--- src/rtl/bounded_counter_if.sv ---
// Command, bound and status signals of one bounded_counter instance.
// The master drives commands and bounds; the slave (the counter) returns count and status.
interface bounded_counter_if #(
  parameter int WIDTH  = 8,
  parameter int STEP_W = 4
);
  logic              load;
  logic [WIDTH-1:0]  load_val;
  logic              up;
  logic              down;
  logic [STEP_W-1:0] step;
  logic              sat_mode;
  logic [WIDTH-1:0]  min_val;
  logic [WIDTH-1:0]  max_val;
  logic              clr_flags;
  logic [WIDTH-1:0]  count;
  logic              at_max;
  logic              at_min;
  logic              wrap_pulse;
  logic              ovf_sticky;
  logic              unf_sticky;
  logic              cfg_err;

  modport master (
    output load, load_val, up, down, step, sat_mode, min_val, max_val, clr_flags,
    input  count, at_max, at_min, wrap_pulse, ovf_sticky, unf_sticky, cfg_err
  );

  modport slave (
    input  load, load_val, up, down, step, sat_mode, min_val, max_val, clr_flags,
    output count, at_max, at_min, wrap_pulse, ovf_sticky, unf_sticky, cfg_err
  );
endinterface

--- src/rtl/bounded_counter.sv ---
// Up/down counter held inside a programmable [min_val, max_val] window, with
// wrap or saturate behaviour at the bounds and sticky crossing flags.
module bounded_counter #(
  parameter int               WIDTH   = 8,
  parameter int               STEP_W  = 4,
  parameter logic [WIDTH-1:0] RST_VAL = '0
) (
  input logic              clk,
  input logic              rst,
  bounded_counter_if.slave bus
);

  typedef logic [WIDTH:0] ext_t;
  typedef enum logic [1:0] {OP_HOLD, OP_LOAD, OP_DOWN, OP_UP} op_e;

  logic [WIDTH-1:0] count_q, count_d;
  logic             wrap_q, ovf_q, unf_q;
  logic             ovf_ev, unf_ev, wrap_d;
  logic             cfg_err, in_range;
  ext_t             step_x, sum, diff;
  op_e              op;

  assign cfg_err  = bus.min_val > bus.max_val;
  assign in_range = (count_q >= bus.min_val) && (count_q <= bus.max_val);

  // One extra bit keeps the carry of up and the borrow of down visible.
  assign step_x = ext_t'(bus.step);
  assign sum    = {1'b0, count_q} + step_x;
  assign diff   = {1'b0, count_q} - step_x;

  always_comb begin
    if (cfg_err)       op = OP_HOLD;
    else if (bus.load) op = OP_LOAD;
    else if (bus.down) op = OP_DOWN;
    else if (bus.up)   op = OP_UP;
    else               op = OP_HOLD;
  end

  always_comb begin
    // NOTE: every output of this block gets a default first so no path leaves it unassigned and infers a latch.
    count_d = count_q;
    ovf_ev  = 1'b0;
    unf_ev  = 1'b0;
    unique case (op)
      OP_LOAD: begin
        if (bus.load_val < bus.min_val)      count_d = bus.min_val;
        else if (bus.load_val > bus.max_val) count_d = bus.max_val;
        else                                 count_d = bus.load_val;
      end
      OP_DOWN, OP_UP: begin
        if (!in_range) begin
          // Bounds moved under the count: snap to the closer side quietly.
          count_d = (count_q < bus.min_val) ? bus.min_val : bus.max_val;
        end else if (bus.step != '0) begin
          if (op == OP_DOWN) begin
            if (diff[WIDTH] || (diff[WIDTH-1:0] < bus.min_val)) begin
              unf_ev  = 1'b1;
              count_d = bus.sat_mode ? bus.min_val : bus.max_val;
            end else begin
              count_d = diff[WIDTH-1:0];
            end
          end else begin
            if (sum > {1'b0, bus.max_val}) begin
              ovf_ev  = 1'b1;
              count_d = bus.sat_mode ? bus.max_val : bus.min_val;
            end else begin
              count_d = sum[WIDTH-1:0];
            end
          end
        end
      end
      default: ;
    endcase
  end

  assign wrap_d = (ovf_ev || unf_ev) && !bus.sat_mode;

  // NOTE: state registers use non-blocking assignments so every flop samples pre-edge values.
  always_ff @(posedge clk or posedge rst) begin
    if (rst) begin
      count_q <= RST_VAL;
      wrap_q  <= 1'b0;
      ovf_q   <= 1'b0;
      unf_q   <= 1'b0;
    end else begin
      count_q <= count_d;
      wrap_q  <= wrap_d;
      // A new crossing wins over a simultaneous clear.
      ovf_q   <= ovf_ev || (ovf_q && !bus.clr_flags);
      unf_q   <= unf_ev || (unf_q && !bus.clr_flags);
    end
  end

  assign bus.count      = count_q;
  assign bus.at_max     = (count_q == bus.max_val);
  assign bus.at_min     = (count_q == bus.min_val);
  assign bus.wrap_pulse = wrap_q;
  assign bus.ovf_sticky = ovf_q;
  assign bus.unf_sticky = unf_q;
  assign bus.cfg_err    = cfg_err;

endmodule
--- src/flat_wrapper.sv ---
// flat-port wrapper written by rule: the top's interface ports become plain ports
module bounded_counter_flat 
#(
  parameter int               WIDTH   = 8,
  parameter int               STEP_W  = 4,
  parameter logic [WIDTH-1:0] RST_VAL = '0
)
  (clk, rst, bus_load, bus_load_val, bus_up, bus_down, bus_step, bus_sat_mode, bus_min_val, bus_max_val, bus_clr_flags, bus_count, bus_at_max, bus_at_min, bus_wrap_pulse, bus_ovf_sticky, bus_unf_sticky, bus_cfg_err);
  bounded_counter_if #(.WIDTH(WIDTH), .STEP_W(STEP_W)) bus_i ();
  input logic clk;
  input logic rst;
  input wire logic [$bits(bus_i.load)-1:0] bus_load;
  input wire logic [$bits(bus_i.load_val)-1:0] bus_load_val;
  input wire logic [$bits(bus_i.up)-1:0] bus_up;
  input wire logic [$bits(bus_i.down)-1:0] bus_down;
  input wire logic [$bits(bus_i.step)-1:0] bus_step;
  input wire logic [$bits(bus_i.sat_mode)-1:0] bus_sat_mode;
  input wire logic [$bits(bus_i.min_val)-1:0] bus_min_val;
  input wire logic [$bits(bus_i.max_val)-1:0] bus_max_val;
  input wire logic [$bits(bus_i.clr_flags)-1:0] bus_clr_flags;
  output wire logic [$bits(bus_i.count)-1:0] bus_count;
  output wire logic [$bits(bus_i.at_max)-1:0] bus_at_max;
  output wire logic [$bits(bus_i.at_min)-1:0] bus_at_min;
  output wire logic [$bits(bus_i.wrap_pulse)-1:0] bus_wrap_pulse;
  output wire logic [$bits(bus_i.ovf_sticky)-1:0] bus_ovf_sticky;
  output wire logic [$bits(bus_i.unf_sticky)-1:0] bus_unf_sticky;
  output wire logic [$bits(bus_i.cfg_err)-1:0] bus_cfg_err;
  assign bus_i.load = bus_load;
  assign bus_i.load_val = bus_load_val;
  assign bus_i.up = bus_up;
  assign bus_i.down = bus_down;
  assign bus_i.step = bus_step;
  assign bus_i.sat_mode = bus_sat_mode;
  assign bus_i.min_val = bus_min_val;
  assign bus_i.max_val = bus_max_val;
  assign bus_i.clr_flags = bus_clr_flags;
  assign bus_count = bus_i.count;
  assign bus_at_max = bus_i.at_max;
  assign bus_at_min = bus_i.at_min;
  assign bus_wrap_pulse = bus_i.wrap_pulse;
  assign bus_ovf_sticky = bus_i.ovf_sticky;
  assign bus_unf_sticky = bus_i.unf_sticky;
  assign bus_cfg_err = bus_i.cfg_err;
  bounded_counter #(.WIDTH(WIDTH), .STEP_W(STEP_W), .RST_VAL(RST_VAL)) u_core (.clk(clk), .rst(rst), .bus(bus_i));
endmodule
--- config.mk ---
export PLATFORM = sky130hd
export DESIGN_NAME = bounded_counter_flat
export DESIGN_NICKNAME = d
export VERILOG_FILES = /design/src/rtl/bounded_counter_if.sv /design/src/rtl/bounded_counter.sv /design/src/flat_wrapper.sv
export SDC_FILE = /design/constraint.sdc
export NUM_CORES = 1
export LEC_CHECK = 0
export ABC_CLOCK_PERIOD_IN_PS = 5340
export CAP_MARGIN = 20
export CORE_ASPECT_RATIO = 0.6
export CORE_MARGIN = 5
export CORE_UTILIZATION = 57
export CTS_BUF_LIST = sky130_fd_sc_hd__clkbuf_8
export DETAILED_ROUTE_END_ITERATION = 7
export GPL_TIMING_DRIVEN = 0
export PLACE_DENSITY = 0.84
export RECOVER_POWER = 25
export SYNTH_ARGS = -nofsm -noshare
export SYNTH_HDL_FRONTEND = slang
export SYNTH_SLANG_ARGS = --single-unit
export TNS_END_PERCENT = 20
--- constraint.sdc ---
create_clock -name clk -period 5.34 [get_ports clk]
set_clock_uncertainty 0.2 [all_clocks]
set_input_delay 0.534 -clock clk [delete_from_list [all_inputs] [get_ports clk]]
set_output_delay 0.534 -clock clk [all_outputs]
set_load 0.005 [all_outputs]
==> run summary <==
status: finished clean
top cells by count, synth: ha_1 (62), inv_1 (27), nand2_1 (26), a21oi_1 (24), nor2_1 (19)
CTS tree: built
Worst Path Class, Setup: in -> reg
post-synthesis cell type count: 64
vias: 3481
DRC viols: 0
Final HPWL DP: 8.78 mm
Yosys Warn Count: 0
slew margin rel.: 0.459
Die X-Extent: 104 um
layout cells sized above 1: 0.0416
sequential power share: 0.117
dpl ws: 307 ps
reg2reg end: u_core.bus.count[1]
fmax: 205 MHz
ranking of synthesized cells by area: ha_1 (25%), dfrtp_1 (9.0%), a21oi_1 (3.9%), mux2i_1 (3.9%), o211ai_1 (3.5%)
final core utilization: 0.710
Seq/Total Area, Yosys: 0.0904
Sw Pwr: 744 uW
TritonCTS sink count: 11
Num CTS Buffers: 3
first-pass GRT wire length: 17.6 mm
unrepaired setup endpoints after global routing: false
core footprint: 5130 um2
Final Hold Viols: 0
drt pass-1 iters: 5
crit path capture type: flop
CTS root buffer: clkbuf_8
reg2reg path depth: 15
row cnt: 20
crit path max fanout: 8
Nets: 533
Syn Inst Count: 382
Clk network pwr share: 0.071
initial drt markers: 407
Syn Area/Cell: 7.97 um2
pwr dens: 375 nW/um2
Final Max Slew Viols: 0
fraction of the mapped netlist area in simple logic gates: 0.168
complex-gate fraction of the synthesized area: 0.336
Yosys reg bits: 11
CP Launch Type: input port
post-synthesis xor/xnor area fraction: 0.0316
EDFF count, synth: 0
worst setup path endpoint: u_core.bus.count[3]
actual slew at the worst max-slew pin: 805 ps
min Tclk post-route: 4880 ps
Avg Vias per Cell: 6.98
Lkg Pwr: 0.00167 uW
post-synthesis mux area share: 0.0468
antenna violations before repair: 0
area share of the largest cell type after synthesis: 0.255
count leader, synth: ha_1
Initial Util: 0.594
largest area contributor in the netlist: ha_1
main combinational cell family by area after synthesis: compound AO/OA/AOI/OAI gates
hold buffer count at cts: 0
VDD IR max: 0.229 mV
CTS H-tree lvls: 1
setup bufs post-CTS: 0
Gate power share: 0.812
number of max-cap violations: 0
GRT overflow: 0
Final ANT Viol Nets: 0
Worst setup startpoint: bus_step[2]
Crit path arrival time: 4800 ps
FF-to-FF Start: u_core.bus.count[0]
fin worst setup slack: 464 ps
vias in the first global route: 3388
switch share: 0.544
fraction of the mapped netlist area in adder cells: 0.268
worst hold path class: reg -> reg
Area growth syn-to-layout: 19.6%
R2R setup slack: 710 ps
mapped cell area: 3050 um2
Die ar.: 6950 um2
Setup violations, final: 0
Req. time, crit path: 5260 ps
largest net degree at the start of global routing: 12
Primary FF master, synth: dfrtp_1
Max Root-Sink Buffers: 2
Final Cycle Share: 0.913
final wirelength: 10.6 mm
Post-synth ARST share: 1.00
RD Place Congestion: 0.945
Int Power: 623 uW
Reg clk slew, reported paths: 70 ps
height of the die: 66.6 um
sum of negative setup slack: 0 ps
ant diodes: 0
syn_nets: 481
post-cts resize count: 0
Wirelength per Cell: 21.3 um
fill count: 445
clk_lat worst skew: 260 ps
Port Buffers: 47
GRT Total Usage: 0.313
HP Start: u_core.bus.unf_sticky
IO Pins: 49
[worst min path at each step]
stage / cells past startpoint / to
after detailed placement: 2 / u_core.bus.unf_sticky
final: 2 / u_core.bus.unf_sticky
after floorplan: 1 / u_core.bus.count[0]
after global routing: 2 / u_core.bus.unf_sticky
after CTS: 2 / u_core.bus.unf_sticky
after global placement: 2 / u_core.bus.ovf_sticky
[kinds of logic (layout without fill, tap and decap cells)]
kind of cell	Yosys count	after routing
adder cells (fa/ha/maj)	64	64
multiplexers	14	14
XOR/XNOR	11	11
AND/OR/NAND/NOR	100	100
AO/OA/AOI/OAI	138	138
flip-flops	11	11
buffers and inverters	44	95
[metal layers]
layer	up-vias	GRT usage	wire [um]
met1	1593	0.440	4760
met2	266	0.476	4310
met4	0	0.0517	148
met5	-	0	0
met3	26	0.0987	1410
li1	1596	-	-
[placed cells by master, fill, tap and decap left out, types with 7 or more instances in the layout]
| master | count |
|---|---|
| mux2i_1 | 12 |
| nor2_1 | 19 |
| a211o_1 | 7 |
| clkdlybuf4s50_1 | 46 |
| nand3_1 | 10 |
| inv_1 | 28 |
| ha_1 | 62 |
| nand2_1 | 26 |
| o211ai_1 | 14 |
| clkbuf_1 | 11 |
| o21ai_0 | 14 |
| nand4_1 | 7 |
| nor3_1 | 9 |
| a21oi_1 | 24 |
| dfrtp_1 | 11 |
| a211oi_1 | 8 |
[sequential cells by signal, indices dropped and copies added, names as in the netlist]
name                   cells
u_core.bus.ovf_sticky      1
u_core.bus.wrap_pulse      1
u_core.bus.unf_sticky      1
u_core.bus.count           8
[critical path: stages]
cell and delay, ps:
clkdlybuf4s50_1 490, inv_1 50, ha_1 260, clkbuf_1 190
or3b_1 430, a31oi_1 300, o21ai_0 150, xnor2_1 240
ha_1 280, and3_1 220, a221o_1 350, o22ai_1 270
nand2_1 260, o2111a_1 330, a2111oi_2 290, o31ai_1 160
[layout make-up]
type | count | area [um2] | area share
timing repair buffer | 47 | 470 | 0.129
buffer | 16 | 72.6 | 0.0199
tap | 66 | 82.6 | 0.0227
clock inverter | 1 | 3.75 | 0.00103
clock buffer | 3 | 41.3 | 0.0113
inverter | 28 | 106 | 0.0292
multi-input combinational | 327 | 2590 | 0.711
sequential | 11 | 275 | 0.0755
[per-stage QoR]
stage	total power (uW)	hold slack (ps)	instance area, um2	cells
6_report	1370	341	3640	499
5_1_grt	1480	388	3640	499
4_1_cts	1330	341	3640	499
3_5_place_dp	1220	328	3600	495
3_3_place_gp	1190	330	3600	495
2_1_floorplan	889	186	3050	382
[power by group through the flow]
stage          Clock [uW]  Sequential, uW  Combinational [uW]
4_1_cts              93.0             156                1080
3_5_place_dp            0             157                1070
2_1_floorplan           0             142                 747
5_1_grt              96.8             162                1220
6_report             97.6             160                1110
3_3_place_gp            0             157                1030
Note: power is estimated with default switching activity, not from simulation.
